### src/rtl/load_cell_a2d_if.sv
// SPI bus between the load_cell_a2d master and the off-chip 8-channel A2D.
interface load_cell_a2d_if;
  logic SS_n;
  logic SCLK;
  logic MOSI;
  logic MISO;

  modport master (output SS_n, output SCLK, output MOSI, input MISO);
  modport slave  (input SS_n, input SCLK, input MOSI, output MISO);
endinterface

### src/rtl/load_cell_a2d.sv
// load_cell_a2d: SPI master front end for an ADC128S-style 8-channel 12-bit A2D.
// Each nxt request runs one round-robin conversion (channels 0, 4, 5, 6):
// a channel-select transaction, a one-clk gap, then a data-read transaction,
// after which the matching result register is written and vld pulses.
// Optional build macro LD_FILT_EN: lft_ld/rght_ld become (old + sample) >> 1.
module load_cell_a2d #(
  parameter int SCLK_DIV = 32
) (
  input  logic        clk,
  input  logic        rst,
  input  logic        nxt,
  output logic [11:0] lft_ld,
  output logic [11:0] rght_ld,
  output logic [11:0] steer_pot,
  output logic [11:0] batt,
  output logic        vld,
  load_cell_a2d_if.master spi
);

  localparam int DATA_W = 12;
  localparam int Q      = SCLK_DIV / 4;
  localparam int H      = SCLK_DIV / 2;
  localparam int T_LOW  = Q + 16 * SCLK_DIV;
  localparam int CNT_W  = $clog2(T_LOW + 1);
  localparam int PH_W   = $clog2(SCLK_DIV);

  localparam logic [PH_W-1:0]  PH_FALL  = PH_W'(Q);
  localparam logic [PH_W-1:0]  PH_RISE  = PH_W'(Q + H);
  localparam logic [CNT_W-1:0] CNT_Q    = CNT_W'(Q);
  localparam logic [CNT_W-1:0] CNT_LAST = CNT_W'(T_LOW);

  typedef enum logic [2:0] {IDLE, CMD, GAP, READ, UPD} state_t;

  state_t state, state_nxt;

  logic              start;
  logic [15:0]       tx_word;
  logic              upd;
  logic              busy;
  logic [CNT_W-1:0]  cnt;
  logic [15:0]       shreg;
  logic              ss_n_r;
  logic              sclk_r;
  logic [1:0]        idx;
  logic              in_win;
  logic              sclk_fall;
  logic              sclk_rise;
  logic              done;
  logic [DATA_W-1:0] smp;

  // Round-robin slot to physical A2D channel.
  function automatic logic [2:0] chan_of(input logic [1:0] i);
    case (i)
      2'd0:    chan_of = 3'd0;
      2'd1:    chan_of = 3'd4;
      2'd2:    chan_of = 3'd5;
      default: chan_of = 3'd6;
    endcase
  endfunction

`ifdef LD_FILT_EN
  // First-order filter: average of old value and new sample, 13-bit sum.
  function automatic logic [DATA_W-1:0] ld_avg(input logic [DATA_W-1:0] old_v,
                                               input logic [DATA_W-1:0] s);
    logic [DATA_W:0] sum;
    sum    = {1'b0, old_v} + {1'b0, s};
    ld_avg = sum[DATA_W:1];
  endfunction
`endif

  // cnt holds the number of the clk edge about to occur within the transaction,
  // so SCLK events are decoded straight from cnt (edge 0 is the SS_n fall).
  assign in_win    = busy && (cnt < CNT_LAST);
  assign sclk_fall = in_win && (cnt[PH_W-1:0] == PH_FALL);
  assign sclk_rise = in_win && (cnt[PH_W-1:0] == PH_RISE);
  assign done      = busy && (cnt == CNT_LAST);
  assign smp       = shreg[DATA_W-1:0];

  assign spi.SS_n = ss_n_r;
  assign spi.SCLK = sclk_r;
  assign spi.MOSI = shreg[15];

  // Sequencer state register.
  always_ff @(posedge clk) begin
    if (rst) state <= IDLE;
    else     state <= state_nxt;
  end

  // Sequencer next-state and transaction launch.
  always_comb begin
    state_nxt = state;
    start     = 1'b0;
    tx_word   = 16'h0000;
    upd       = 1'b0;
    case (state)
      IDLE: if (nxt) begin
        start     = 1'b1;
        tx_word   = {2'b00, chan_of(idx), 11'h000};
        state_nxt = CMD;
      end
      CMD:  if (done) state_nxt = GAP;
      GAP: begin
        start     = 1'b1;
        state_nxt = READ;
      end
      READ: if (done) state_nxt = UPD;
      UPD: begin
        upd       = 1'b1;
        state_nxt = IDLE;
      end
      default: state_nxt = IDLE;
    endcase
  end

  // SPI engine: SS_n/SCLK generation, MOSI shift-out and MISO shift-in.
  // The first SCLK fall only starts the clock; MOSI already shows bit 15.
  always_ff @(posedge clk) begin
    if (rst) begin
      ss_n_r <= 1'b1;
      sclk_r <= 1'b1;
      busy   <= 1'b0;
      cnt    <= '0;
      shreg  <= 16'h0000;
    end else if (start) begin
      ss_n_r <= 1'b0;
      sclk_r <= 1'b1;
      busy   <= 1'b1;
      cnt    <= CNT_W'(1);
      shreg  <= tx_word;
    end else if (done) begin
      ss_n_r <= 1'b1;
      sclk_r <= 1'b1;
      busy   <= 1'b0;
    end else if (busy) begin
      cnt <= cnt + 1'b1;
      if (sclk_fall) begin
        sclk_r <= 1'b0;
        if (cnt != CNT_Q) shreg <= {shreg[14:0], 1'b0};
      end
      if (sclk_rise) begin
        sclk_r   <= 1'b1;
        shreg[0] <= spi.MISO;
      end
    end
  end

  // Result registers, vld pulse and round-robin index.
  always_ff @(posedge clk) begin
    if (rst) begin
      lft_ld    <= '0;
      rght_ld   <= '0;
      steer_pot <= '0;
      batt      <= '0;
      vld       <= 1'b0;
      idx       <= 2'd0;
    end else begin
      vld <= upd;
      if (upd) begin
        case (idx)
`ifdef LD_FILT_EN
          2'd0:    lft_ld  <= ld_avg(lft_ld, smp);
          2'd1:    rght_ld <= ld_avg(rght_ld, smp);
`else
          2'd0:    lft_ld  <= smp;
          2'd1:    rght_ld <= smp;
`endif
          2'd2:    steer_pot <= smp;
          default: batt      <= smp;
        endcase
        idx <= idx + 2'd1;
      end
    end
  end

endmodule

### src/flat_wrapper.sv
// flat-port wrapper written by rule: the top's interface ports become plain ports
module load_cell_a2d_flat 
#(
  parameter int SCLK_DIV = 32
)
  (clk, rst, nxt, lft_ld, rght_ld, steer_pot, batt, vld, spi_SS_n, spi_SCLK, spi_MOSI, spi_MISO);
  load_cell_a2d_if spi_i ();
  input  logic clk;
  input  logic rst;
  input  logic nxt;
  output logic [11:0] lft_ld;
  output logic [11:0] rght_ld;
  output logic [11:0] steer_pot;
  output logic [11:0] batt;
  output logic vld;
  output wire logic [$bits(spi_i.SS_n)-1:0] spi_SS_n;
  output wire logic [$bits(spi_i.SCLK)-1:0] spi_SCLK;
  output wire logic [$bits(spi_i.MOSI)-1:0] spi_MOSI;
  input wire logic [$bits(spi_i.MISO)-1:0] spi_MISO;
  assign spi_SS_n = spi_i.SS_n;
  assign spi_SCLK = spi_i.SCLK;
  assign spi_MOSI = spi_i.MOSI;
  assign spi_i.MISO = spi_MISO;
  load_cell_a2d #(.SCLK_DIV(SCLK_DIV)) u_core (.clk(clk), .rst(rst), .nxt(nxt), .lft_ld(lft_ld), .rght_ld(rght_ld), .steer_pot(steer_pot), .batt(batt), .vld(vld), .spi(spi_i));
endmodule
### config.mk
export PLATFORM = sky130hd
export DESIGN_NAME = load_cell_a2d_flat
export DESIGN_NICKNAME = d
export VERILOG_FILES = /design/src/rtl/load_cell_a2d_if.sv /design/src/rtl/load_cell_a2d.sv /design/src/flat_wrapper.sv
export SDC_FILE = /design/constraint.sdc
export NUM_CORES = 1
export LEC_CHECK = 0
export ABC_AREA = 1
export CORE_MARGIN = 1
export CORE_UTILIZATION = 53
export DETAILED_ROUTE_END_ITERATION = 12
export GPL_TIMING_DRIVEN = 0
export PLACE_DENSITY = 0.79
export SYNTH_ARGS = -nofsm -noshare
export SYNTH_HDL_FRONTEND = slang
export SYNTH_SLANG_ARGS = --single-unit
### constraint.sdc
create_clock -name clk -period 1.85 [get_ports clk]
set_clock_uncertainty 0.15 [all_clocks]
set_input_delay 0.185 -clock clk [delete_from_list [all_inputs] [get_ports clk]]
set_output_delay 0.185 -clock clk [all_outputs]
set_load 0.05 [all_outputs]
=== Word-level counts from Yosys, hierarchy flattened ===
Index checks and enable logic that the tools add are counted.

* Bits in registers: 83
* Bits of input ports: 4
* Output and inout port bits: 52
* Logic and storage cells: 84

* Bitwise gates (word level): 2
* $add $sub $neg: 2
* $lt $le $gt $ge: 1
* Reductions and logical operators: 26
* Mux-type cells: 25
* Equal/unequal tests: 14

{| class="wikitable"
|+ Operators with widths
! cell !! number
|-
| 2-to-1 mux 16 bit || 6
|-
| 2-to-1 mux 14 bit || 1
|-
| AND reduction 2 bit || 7
|-
| 2-to-1 mux 1 bit || 12
|-
| case mux 3 bit (4 select lines) || 1
|-
| adder 10 x 1 -> 10 bit (second input constant) || 1
|-
| == test 10 bit (second input constant) || 1
|-
| < comparator 10 bit (second input constant) || 1
|-
| inequality test 10 x 4 -> 1 bit (second input constant) || 1
|-
| nonzero test 2 bit || 5
|-
| 2-to-1 mux 3 bit || 3
|-
| case mux 3 bit (3 select lines) || 1
|-
| AND reduction 4 bit || 2
|-
| == test 3 x 2 -> 1 bit (second input constant) || 2
|-
| inequality test 2 x 1 -> 1 bit (second input constant) || 3
|-
| nonzero test 3 bit || 2
|-
| OR reduction 3 bit || 2
|-
| == test 5 x 4 -> 1 bit (second input constant) || 1
|-
| == test 5 bit (second input constant) || 1
|-
| logical AND 1 bit || 4
|-
| == test 3 x 1 -> 1 bit (second input constant) || 1
|-
| == test 3 bit (second input constant) || 1
|-
| zero test 3 bit || 1
|-
| AND reduction 3 bit || 1
|-
| 8 further kinds || 9
|}

=== Longest topological paths before layout ===
* Word-level depth: 8
* Mapped depth: 11
* Depth with buffers taken out: 10

=== Worst setup path before layout ===
No wires, ideal clock.

* Path type: reg2reg
* Start point: reg u_core.cnt[0]
* End point: reg u_core.shreg[8]
* Arrival: 1.341 ns
* Setup time: 0.113 ns
* Data required time: 1.587 ns
* Period minus slack after synthesis: 1.603 ns
* Buffers on the path: 1
* Path slack: 0.247 ns
* Stages on the path, launching flop included: 11
* Cells stage by stage: dfxtp_1 > inv_1 > ha_1 > nand3_4 > nor2_2 > nand3_2 > nor2_4 > buf_6 > nand2_1 > nand2_1 > nor2_1

* Word-level cells in the longest chain between the ends: 5
* Elaborated cells on any way between the ends: 11
* Those cells by class: order compare: 1; eq/ne: 4; reduce/logical: 6

{| class="wikitable"
|+ RTL lines
! item !! line !! RTL
|-
| start: declaration || load_cell_a2d.sv:40 || <nowiki>logic [CNT_W-1:0] cnt;</nowiki>
|-
| start signal: assignment || load_cell_a2d.sv:135 || <nowiki>cnt <= cnt + 1'b1;</nowiki>
|-
| < comparator 10 bit || load_cell_a2d.sv:73 || <nowiki>assign in_win = busy && (cnt < CNT_LAST);</nowiki>
|-
| logical AND 1 bit || load_cell_a2d.sv:73 ||
|-
| logical AND 1 bit || load_cell_a2d.sv:74 || <nowiki>assign sclk_fall = in_win && (cnt[PH_W-1:0] == PH_FALL);</nowiki>
|-
| nonzero test 2 bit (no source line) || n/a ||
|-
| AND reduction 4 bit (no source line) * || n/a ||
|-
| end signal: assignment || load_cell_a2d.sv:129 || <nowiki>shreg <= tx_word;</nowiki>
|-
| end signal: assignment || load_cell_a2d.sv:138 || <nowiki>if (cnt != CNT_Q) shreg <= {shreg[14:0], 1'b0};</nowiki>
|-
| end: declaration || load_cell_a2d.sv:41 || <nowiki>logic [15:0] shreg;</nowiki>
|}

Every way passes the cells marked *; elsewhere a longest branch is shown, timed or not.
A chain may end at the register's enable or synchronous reset.

=== Worst setup path in the final report ===
* Start point: reg u_core.vld
* End point: out vld

{| class="wikitable"
|+ RTL lines
! item !! line !! RTL
|-
| start: declaration || load_cell_a2d.sv:16 || <nowiki>output logic vld,</nowiki>
|-
| start signal: assignment || load_cell_a2d.sv:157 || <nowiki>vld <= upd;</nowiki>
|-
| end: declaration || flat_wrapper.sv:15 || <nowiki>output logic vld;</nowiki>
|}

No word-level cell between the ends.

==> flow_metrics.tcl <==
set metrics [dict create \
    path_clk_slew_ps 80 \
    period_share 0.975 \
    antenna_cells 0 \
    yosys_register_bits 83 \
    cp_data_required_time_ps 1510 \
    slowest_delay_ps 800 \
    slew-limit-headroom 0.628 \
    track_usage 0.267 \
    synth_cell_types 28 \
    cts_tree "done" \
    cts_sinks 83 \
    fp.dieH_um 84.0 \
    grt_pass1_vias 3073 \
    post-place-cells 622 \
    cts-root-buf "clkbuf_8" \
    wl_per_cell_um 14.4 \
    critPathSlowestCell "clkdlybuf4s50_1" \
    fin_crit_ps 1800 \
    core.rowCount 29 \
    ctsHoldBuffers 0 \
    grt.overflow.total 0 \
    hold_violations 0 \
    drt_drc_violations_left 12 \
    outcome "finished with violations" \
    num-nets-final 565 \
    leakagePower_nw 2.43 \
    clk_latency_ps 360 \
    dp_hpwl_mm 6.30 \
    start_util 0.555 \
    cp_top_family "buffers and inverters" \
    yosysSeqAreaShare 0.466 \
    irDropWorstVdd_mv 0.573 \
    synth.avg_cell_area_um2 7.26 \
    cts-htree-levels 3 \
    vias_per_cell 5.48 \
    cp_num_buf_inv 1 \
    routabilityCongestion 0.874 \
    cp-end-kind "primary output" \
    layout-drive-gt1-share 0.0787 \
    antenna_found_initial 0 \
    dieArea_um2 7060 \
    drt_pass1_iterations 9 \
    dr_total_vias 3486 \
    min_path_type "input pin to flop" \
    grt_max_degree 14 \
    dpl_worst_slack_ps -117 \
    core_region_area_um2 6420 \
    violations "design-rule violations" \
    numPortBuffers 54 \
    dr.first_iter.drc_count 231 \
    syn-num-nets 501 \
    clock_path_buffers 2 \
    setup_viol_count_final 0 \
    grt_setup_unrepaired "yes" \
    slew_viol_final 0 \
    netlist_instances 491 \
    startpoint_type "flop" \
    die_w_um 84.0 \
    crit_type "flop to primary output" \
    worst_slack_ps 45.5 \
    worstPathCellList "clkdlybuf4s50_1" \
    grt_pass1_wl_mm 14.8 \
    synthToLayoutAreaGrowth_pct 25.9 \
    timing.fmax_mhz 554 \
    worstMarginPinSlew_ps 558 \
    hold_slack_ps 92.0 \
    syn_area_um2 3570 \
    ys_warn_count 0 \
    wl_mm 9.17 \
    cp.arrival_ps 1470 \
    drv_cap 0 \
    io_pins 56 \
    numCtsBuffers 9 \
    nFillCells 565 \
    drtAntennaViolNets 0 \
    crit_fanout 1 \
    final_cell_count_no_fill 636 \
    pwr_density_cell_nw_per_um2 778 \
]
==> report_power, final <==
group	total [mW]	leakage (nW)	internal [mW]	switching (mW)
clock network	1.34	0.106	0.690	0.646
logic	0.302	1.65	0.0913	0.210
registers	1.85	0.670	1.82	0.0357
==> final cells by class <==
type / instances / area (µm²) / area share
multi-input cells: 344 / 1630 / 0.362
clock inverters: 4 / 48.8 / 0.0109
repair buffers: 54 / 623 / 0.139
flip-flops and latches: 83 / 1660 / 0.370
clock buffers: 11 / 151 / 0.0337
plain buffers: 25 / 138 / 0.0307
well taps: 77 / 96.3 / 0.0215
inverters: 38 / 144 / 0.0321
==> layer usage <==
metal | GRT usage | part of all wire | vias to the layer above
met1 | 0.360 | 0.45 | 1646
met5 | 0 | 0 | -
met2 | 0.420 | 0.46 | 106
li1 | - | - | 1711
met3 | 0.0504 | 0.058 | 23
met4 | 0.108 | 0.024 | 0
==> state kept, by name, summed over array words and instances (netlist names) <==
register and count:
u_core.shreg 16, u_core.batt 12, u_core.lft_ld 12, u_core.rght_ld 12, u_core.steer_pot 12, u_core.cnt 10, u_core.state 3, u_core.idx 2
u_core.busy 1, u_core.spi.SCLK 1, u_core.spi.SS_n 1, u_core.vld 1
==> logic make-up (layout without fill, tap and decap cells) <==
group / count (synthesis) / after routing / synth area share
buf+inv: 64 / 132 / 0.0800
simple gates: 263 / 263 / 0.324
fa+ha+maj: 6 / 6 / 0.0211
xor+xnor: 2 / 2 / 0.00491
flops: 83 / 83 / 0.466
compound gates: 73 / 73 / 0.104
==> per-stage QoR <==
stage	util	cell area [µm²]	power, mW	TNS, ps
final	0.699	4490	3.49	0
after global routing	0.699	4490	3.62	-30.5
after CTS	0.683	4390	3.49	0
after detailed placement	0.654	4200	2.19	-344
after global placement	0.654	4200	2.18	-316
after floorplan	-	3570	2.11	0
==> layout by cell type, fill, tap and decap left out, types with 2 or more instances in the layout <==
cell type / Yosys / final
a21oi_1: 65 / 65
buf_2: 5 / 5
buf_4: 4 / 4
buf_6: 3 / 3
clkbuf_1: 14 / 13
clkbuf_8: 0 / 11
clkdlybuf4s50_1: 0 / 3
clkinv_2: 1 / 3
dfxtp_1: 83 / 83
dlygate4sd2_1: 0 / 12
dlymetal6s2s_1: 0 / 39
ha_1: 6 / 5
inv_1: 36 / 34
inv_2: 1 / 3
nand2_1: 136 / 136
nand2_2: 2 / 2
nand3_1: 65 / 65
nand3_2: 2 / 2
nand3b_1: 2 / 2
nand4_1: 3 / 3
nor2_1: 43 / 43
nor2_4: 3 / 4
nor3_1: 2 / 2
o21ai_0: 5 / 5
xor2_1: 2 / 2
==> cell usage after synthesis (all sizes together) <==
library cell	number	area share
nand2	138	0.15
dfxtp	83	0.47
nand3	68	0.10
a21oi	66	0.094
nor2	48	0.058
inv	37	0.039
clkbuf	14	0.015
buf	12	0.025
ha	6	0.021
o21ai	6	0.0084
nand4	3	0.0053
nand3b	2	0.0042
nor3	2	0.0028
nor4	2	0.0053
xor2	2	0.0049
a31oi	1	0.0018
clkinv	1	0.0014
==> path summary, 6_finish.rpt <==
| path | depth (start not counted) | from | endpoint | slack [ps] |
|---|---|---|---|---|
| worst max-delay path | 1 | u_core.vld | vld | 50 |
| worst min-delay path | 2 | rst | u_core.lft_ld[0] | 90 |
| worst max register to register | 11 | u_core.cnt[0] | u_core.shreg[8] | 80 |
| worst min register to register | 2 | u_core.steer_pot[2] | u_core.steer_pot[2] | 310 |
==> what timing repair did <==
action                                  in CTS  in global routing
hold endpoints to repair                     0                  0
gates cloned                                 0                  0
pin swaps                                    0                  3
buffers inserted                             0                  0
endpoints found under the setup margin      12                 59
resized for setup                           12                 43
Note: power is estimated with default switching activity, not from simulation.
